### src/rtl/fft_pkg.sv
// rtl/fft_pkg.sv - shared constants, types and address helpers for the FFT address generator
package fft_pkg;
  localparam int N_LOG2    = 8;
  localparam int N         = 1 << N_LOG2;
  localparam int RD_LAT    = 1;
  localparam int BF_LAT    = 3;
  localparam int DRAIN_CYC = RD_LAT + BF_LAT;
  localparam int STAGE_W   = $clog2(N_LOG2);
  localparam int K_W       = N_LOG2 - 1;
  localparam int DCNT_W    = $clog2(DRAIN_CYC + 1);

  typedef logic [N_LOG2-1:0]  addr_t;
  typedef logic [N_LOG2-2:0]  tw_t;
  typedef logic [STAGE_W-1:0] stage_t;
  typedef logic [K_W-1:0]     kcnt_t;
  typedef logic [DCNT_W-1:0]  dcnt_t;

  typedef enum logic [1:0] {IDLE, RUN, DRAIN, DONE} state_t;

  // p = grp*2^(s+1) + pos, with pos = k mod 2^s and grp = k >> s
  function automatic addr_t bf_addr_p(input stage_t s, input kcnt_t k);
    addr_t kk, span, pos, grp;
    kk   = addr_t'(k);
    span = addr_t'(1) << s;
    pos  = kk & (span - addr_t'(1));
    grp  = kk >> s;
    return ((grp << s) << 1) | pos;
  endfunction

  function automatic addr_t bf_addr_q(input stage_t s, input kcnt_t k);
    return bf_addr_p(s, k) + (addr_t'(1) << s);
  endfunction

  function automatic tw_t bf_tw(input stage_t s, input kcnt_t k);
    addr_t pos;
    pos = addr_t'(k) & ((addr_t'(1) << s) - addr_t'(1));
    return tw_t'(pos << (stage_t'(N_LOG2 - 1) - s));
  endfunction
endpackage

### src/rtl/fft_delay_line.sv
// rtl/fft_delay_line.sv - WIDTH x DEPTH shift register with asynchronous active-low clear
module fft_delay_line #(
  parameter int WIDTH = 1,
  parameter int DEPTH = 1
) (
  input  logic             clk,
  input  logic             rst_n,
  input  logic [WIDTH-1:0] d,
  output logic [WIDTH-1:0] q
);
  logic [WIDTH-1:0] pipe [DEPTH];

  always_ff @(posedge clk or negedge rst_n) begin
    if (!rst_n) begin
      for (int i = 0; i < DEPTH; i++) pipe[i] <= '0;
    end else begin
      pipe[0] <= d;
      for (int i = 1; i < DEPTH; i++) pipe[i] <= pipe[i-1];
    end
  end

  assign q = pipe[DEPTH-1];
endmodule

### src/rtl/fft_addr_gen.sv
// rtl/fft_addr_gen.sv - in-place radix-2 DIT FFT stage/butterfly address sequencer
module fft_addr_gen
  import fft_pkg::*;
(
  input  logic               clk,
  input  logic               rst_n,
  input  logic               start,
  output logic               busy,
  output logic               done,
  output logic [STAGE_W-1:0] stage,
  output logic               rd_en,
  output logic [N_LOG2-1:0]  rd_addr_p,
  output logic [N_LOG2-1:0]  rd_addr_q,
  output logic [N_LOG2-2:0]  tw_addr,
  output logic               bf_en,
  output logic               wr_en,
  output logic [N_LOG2-1:0]  wr_addr_p,
  output logic [N_LOG2-1:0]  wr_addr_q
);
  localparam kcnt_t  K_LAST = '1;
  localparam stage_t S_LAST = stage_t'(N_LOG2 - 1);
  localparam dcnt_t  D_LAST = dcnt_t'(DRAIN_CYC - 1);
  localparam int     WB_W   = 1 + 2 * N_LOG2;

  state_t state, state_nxt;
  stage_t s, s_nxt;
  kcnt_t  k, k_nxt;
  dcnt_t  dcnt, dcnt_nxt;
  logic   issue;
  logic [WB_W-1:0] wb_bus;

  always_ff @(posedge clk or negedge rst_n) begin
    if (!rst_n) begin
      state     <= IDLE;
      s         <= '0;
      k         <= '0;
      dcnt      <= '0;
      rd_en     <= 1'b0;
      rd_addr_p <= '0;
      rd_addr_q <= '0;
      tw_addr   <= '0;
    end else begin
      state     <= state_nxt;
      s         <= s_nxt;
      k         <= k_nxt;
      dcnt      <= dcnt_nxt;
      // Issue registers load from the next counters so rd_en lands in the cycle after start
      rd_en     <= issue;
      rd_addr_p <= issue ? bf_addr_p(s_nxt, k_nxt) : '0;
      rd_addr_q <= issue ? bf_addr_q(s_nxt, k_nxt) : '0;
      tw_addr   <= issue ? bf_tw(s_nxt, k_nxt) : '0;
    end
  end

  always_comb begin
    state_nxt = state;
    s_nxt     = s;
    k_nxt     = k;
    dcnt_nxt  = dcnt;
    case (state)
      IDLE: begin
        if (start) begin
          state_nxt = RUN;
          s_nxt     = '0;
          k_nxt     = '0;
        end
      end
      RUN: begin
        if (k == K_LAST) begin
          state_nxt = DRAIN;
          dcnt_nxt  = '0;
        end else begin
          k_nxt = k + 1'b1;
        end
      end
      DRAIN: begin
        // Hold off the next stage until its last write-back has gone out
        if (dcnt == D_LAST) begin
          if (s != S_LAST) begin
            state_nxt = RUN;
            s_nxt     = s + 1'b1;
            k_nxt     = '0;
          end else begin
            state_nxt = DONE;
          end
        end else begin
          dcnt_nxt = dcnt + 1'b1;
        end
      end
      DONE:    state_nxt = IDLE;
      default: state_nxt = IDLE;
    endcase
  end

  assign issue = (state_nxt == RUN);
  assign busy  = (state != IDLE);
  assign done  = (state == DONE);
  assign stage = s;

  fft_delay_line #(.WIDTH(1), .DEPTH(RD_LAT)) u_bf_dly (
    .clk   (clk),
    .rst_n (rst_n),
    .d     (rd_en),
    .q     (bf_en)
  );

  fft_delay_line #(.WIDTH(WB_W), .DEPTH(RD_LAT + BF_LAT)) u_wb_dly (
    .clk   (clk),
    .rst_n (rst_n),
    .d     ({rd_en, rd_addr_p, rd_addr_q}),
    .q     (wb_bus)
  );

  assign {wr_en, wr_addr_p, wr_addr_q} = wb_bus;
endmodule

### config.mk
export PLATFORM = sky130hd
export DESIGN_NAME = fft_addr_gen
export DESIGN_NICKNAME = d
export VERILOG_FILES = /design/src/rtl/fft_pkg.sv /design/src/rtl/fft_delay_line.sv /design/src/rtl/fft_addr_gen.sv
export SDC_FILE = /design/constraint.sdc
export NUM_CORES = 1
export LEC_CHECK = 0
export CORE_MARGIN = 2
export CORE_UTILIZATION = 59
export DETAILED_ROUTE_END_ITERATION = 8
export GPL_ROUTABILITY_DRIVEN = 0
export HOLD_SLACK_MARGIN = 0.03
export PLACE_DENSITY = 0.91
export SLEW_MARGIN = 20
export SYNTH_ARGS = -nofsm -noshare
export SYNTH_HDL_FRONTEND = slang
export SYNTH_HIERARCHICAL = 1
export SYNTH_SLANG_ARGS = --single-unit
### constraint.sdc
create_clock -name clk -period 10.2 [get_ports clk]
set_clock_uncertainty 0.1 [all_clocks]
set_input_delay 1.02 -clock clk [delete_from_list [all_inputs] [get_ports clk]]
set_output_delay 1.02 -clock clk [all_outputs]
set_load 0.1 [all_outputs]
==> summary.md <==
| Metric | Value |
|---|---|
| Result of the run | complete, no violations |
| Net count after synthesis | about 370 |
| Dominant cells by area after synthesis | sky130_fd_sc_hd__dfrtp_1, sky130_fd_sc_hd__ha_1, sky130_fd_sc_hd__buf_4 |
| Largest net degree at the start of global routing | 81 |
| Die area | 7980 um2 |
| Maximum clock insertion buffer count | 2 |
| Worst Setup End Kind | register |
| Post-synth design cell area | 4290 um2 |
| Clock tree root driver cell | sky130_fd_sc_hd__clkbuf_8 |
| Register-to-Register Setup Slack | 4.66 ns |
| Fraction of final layout cells sized beyond drive strength 1 | 0.0765 |
| Critical Path Start Type | input pin |
| Hold Crit Class | register to register |
| Max-slew violation total from the final report | 0 |
| Count of hold buffers inserted by post-cts repair | 0 |
| First-pass GRT wire length | 12300 um |
| Cell taking the most area after synthesis | sky130_fd_sc_hd__dfrtp_1 |
| Total overflow reported by the global router | 0 |
| Arr. time, crit path | roughly 5.8 ns |
| Crit path max-delay cell type | sky130_fd_sc_hd__o22ai_1 |
| Overall via count from detail_route | ~2800 |
| Fraction of post-synthesis cell area in the top cell type by area | 0.629 |
| Cells traversed along the worst timing path | clkdlybuf4s50_1 > o21ai_0 > o22ai_1 > inv_1 > nor3_2 > inv_1 > ha_1 > inv_1 > nand3_1 > o31ai_1 > a21oi_1 > fa_1 > nor2b_1 > o21ai_0 > a21oi_1 > o21ai_0 > a21boi_0 > nor3_1 |
| Top-level port count | 50 |
| Number of enable-type register cells in the synthesized netlist | 0 |
| Number of I/O port buffers | 49 |
| Number of hold-slack violations in the final timing report | 0 |
| Cell type group with the largest total delay on the critical path | compound AO/OA/AOI/OAI gates |
| Remaining design rule violation count | 0 |
| Worst r2r path cells | 20 |
| WL/cell | roughly 16 um |
| Period minus WS final | 5.62 ns |
| Final routed wirelength across all metal layers | 7730 um |
| Post-Syn Instances | around 360 |
| Cell variety after synth | 56 |
| Via count of the first global-routing pass | roughly 2500 |
| Buffers inserted by post-CTS timing repair | 0 |
| Number of antenna violations at the first check in global routing | 0 |
| Die outline height | a little under 90 um |
| Detailed router's first-iteration violation count | 177 |
| Global-route total usage across every layer | 0.207 |
| Fraction of the cycle the final worst path needs | 0.551 |
| Share of flip-flops with an asynchronous set or reset after synthesis | 1.00 |
| Clock slew seen by the registers of the worst setup and hold paths | 0.11 ns |
| Flops & latches, synth | 108 |
| Area overhead of the layout relative to synthesis | 14.2% |
| Buffers and inverters on the worst path | 4 |
| Worst setup path class | input pin to register |
| HPWL after DPL | between 5000 and 6000 um |
| Number of instances on the worst hold path | 0 |
| Total setup violations reported at the end of the flow | 0 |
| Worst min-delay path startpoint | u_wb_dly/pipe[22] |
| CTS H-Tree Depth | 3 |
| Diodes inserted | 0 |
| Post-layout util | 0.687 |
| End point of the worst hold path | u_wb_dly/q[5] |
| Total of max-cap violations | 0 |
| Horizontal extent of the die | just under 90 um |
| End of the worst register-to-register path | rd_addr_q[6] |
| Post-synthesis sequential area ratio | 0.629 |
| Slew of the pin with the lowest slew margin | about 1 ns |
| Crit Path Max Fanout | 21 |
| Number of placement rows | 31 |
| Crit path required time | just over 10 ns |
| Rel. slew slack | 0.339 |
| Syn Area/Cell | ~12 um2 |
| Number of stages on the worst setup path | 18 |
| Total Nets Final | approximately 400 |
| Cells resized by post-CTS repair | 0 |
| Avg Vias per Cell | about 5.7 |
| Number of clock sinks | 108 |
| Count of warnings emitted by yosys | 6 |
| Core area | 7140 um2 |
| Post-detailed-route count of antenna-violating nets | 0 |
| First drt pass iteration count | 5 |
| Dominant register cell in the synthesized netlist | sky130_fd_sc_hd__dfrtp_1 |
| Setup repair after global routing missed its margin | false |
| Clock latency on the worst-skew pair | around 0.37 ns |
| Startpoint of the worst-slack reg-to-reg timing path | dcnt[0] |
| Final total negative setup slack | 0 ns |
| Maximum achievable frequency | between 150 and 200 MHz |
| Number of buffers inserted during clock tree synthesis | 9 |
| CTS tree | done |
| Starting Density | 0.602 |
| Max incr delay on CP | about 0.70 ns |
==> metrics by stage <==
stage	hold WS (ns)	setup WS (ns)	std cells	area (um2)
2_1_floorplan	0.231	5.61	359	4290
3_3_place_gp	0.232	4.59	475	4700
3_5_place_dp	0.235	4.36	475	4700
4_1_cts	0.249	4.73	491	4900
5_1_grt	0.260	4.13	491	4900
6_report	0.248	4.58	491	4900
==> state kept, by name, summed over array words and instances (netlist names), 2 cells and up <==
signal / count
dcnt: 3
k: 7
rd_addr_p: 8
rd_addr_q: 8
stage: 3
state: 2
tw_addr: 7
u_wb_dly/pipe: 51
u_wb_dly/q: 17
==> cell families (layout without fill, tap and decap cells) <==
kind of cell | Yosys count | count (layout) | synth area share
AOI/OAI and AO/OA | 78 | 78 | 0.128
xor gates and xnor gates | 4 | 4 | 0.00816
adders and majority gates | 12 | 12 | 0.0367
buffers and inverters | 51 | 84 | 0.0656
DFF | 108 | 108 | 0.629
muxes | 5 | 5 | 0.0117
other | 1 | 1 | 0.000873
and+or+nand+nor | 100 | 100 | 0.120
==> synthesized netlist by cell type, types with 9 or more instances <==
master                    instances
sky130_fd_sc_hd__dfrtp_1        108
sky130_fd_sc_hd__nor2_1          21
sky130_fd_sc_hd__a21oi_1         20
sky130_fd_sc_hd__nand2_1         20
sky130_fd_sc_hd__inv_1           18
sky130_fd_sc_hd__buf_4           17
sky130_fd_sc_hd__o21ai_0         16
sky130_fd_sc_hd__ha_1            11
sky130_fd_sc_hd__nand3_1         11
sky130_fd_sc_hd__buf_2            9
sky130_fd_sc_hd__nor3_1           9
==> cell type report <==
class                      count  area, um2
sequential                   108       2700
inverter                      18       67.6
tap                           99        124
timing repair buffer          50        495
clock inverter                 7       78.8
fill                         525       2230
clock buffer                   9        124
multi-input combinational    200       1310
==> worst register-to-register path: cells and delay by family (launching register included) <==
family	cells	cell delay, ns
DFF	1	0.41
adders and majority gates	4	1.14
buffers and inverters	3	0.71
and+or+nand+nor	4	0.67
AOI/OAI and AO/OA	9	2.38
==> worst max-delay path by stage <==
stage / from / end / slack (ns)
5_1_grt: start / rd_addr_q[6] / 4.13
4_1_cts: start / rd_addr_q[6] / 4.73
2_1_floorplan: stage[1] / rd_addr_q[6] / 5.61
3_5_place_dp: start / rd_addr_q[6] / 4.36
6_report: start / rd_addr_q[6] / 4.58
3_3_place_gp: start / rd_addr_q[6] / 4.59
==> metal layers <==
metal	global-route usage	share of wire	up-vias
met5	0	0	-
li1	-	-	1284
met4	0.0868	0.028	0
met2	0.320	0.48	146
met1	0.284	0.42	1323
met3	0.0508	0.076	26
==> placed cells by master, fill, tap and decap left out, types with 3 or more instances in the layout <==
| cell | netlist | routed |
|---|---|---|
| sky130_fd_sc_hd__dfrtp_1 | 108 | 108 |
| sky130_fd_sc_hd__clkdlybuf4s50_1 | 0 | 48 |
| sky130_fd_sc_hd__nor2_1 | 21 | 21 |
| sky130_fd_sc_hd__nand2_1 | 20 | 20 |
| sky130_fd_sc_hd__a21oi_1 | 20 | 20 |
| sky130_fd_sc_hd__inv_1 | 18 | 18 |
| sky130_fd_sc_hd__o21ai_0 | 16 | 16 |
| sky130_fd_sc_hd__nand3_1 | 11 | 11 |
| sky130_fd_sc_hd__ha_1 | 11 | 11 |
| sky130_fd_sc_hd__nor3_1 | 9 | 9 |
| sky130_fd_sc_hd__clkbuf_8 | 0 | 9 |
| sky130_fd_sc_hd__and2_1 | 6 | 6 |
| sky130_fd_sc_hd__nor2b_1 | 6 | 6 |
| sky130_fd_sc_hd__and3_1 | 6 | 6 |
| sky130_fd_sc_hd__nand2b_1 | 5 | 5 |
| sky130_fd_sc_hd__nand4_1 | 5 | 5 |
| sky130_fd_sc_hd__mux2i_1 | 5 | 5 |
| sky130_fd_sc_hd__a211oi_1 | 5 | 5 |
| sky130_fd_sc_hd__a21o_1 | 4 | 4 |
| sky130_fd_sc_hd__o22ai_1 | 4 | 4 |
| sky130_fd_sc_hd__or2_2 | 3 | 3 |
| sky130_fd_sc_hd__o211ai_1 | 3 | 3 |
| sky130_fd_sc_hd__a31o_2 | 3 | 3 |
| sky130_fd_sc_hd__a221oi_1 | 3 | 3 |
Power is left out: the tool's default activity adds up to more than one toggle a clock period on the data nets, which glitch-free logic cannot reach.
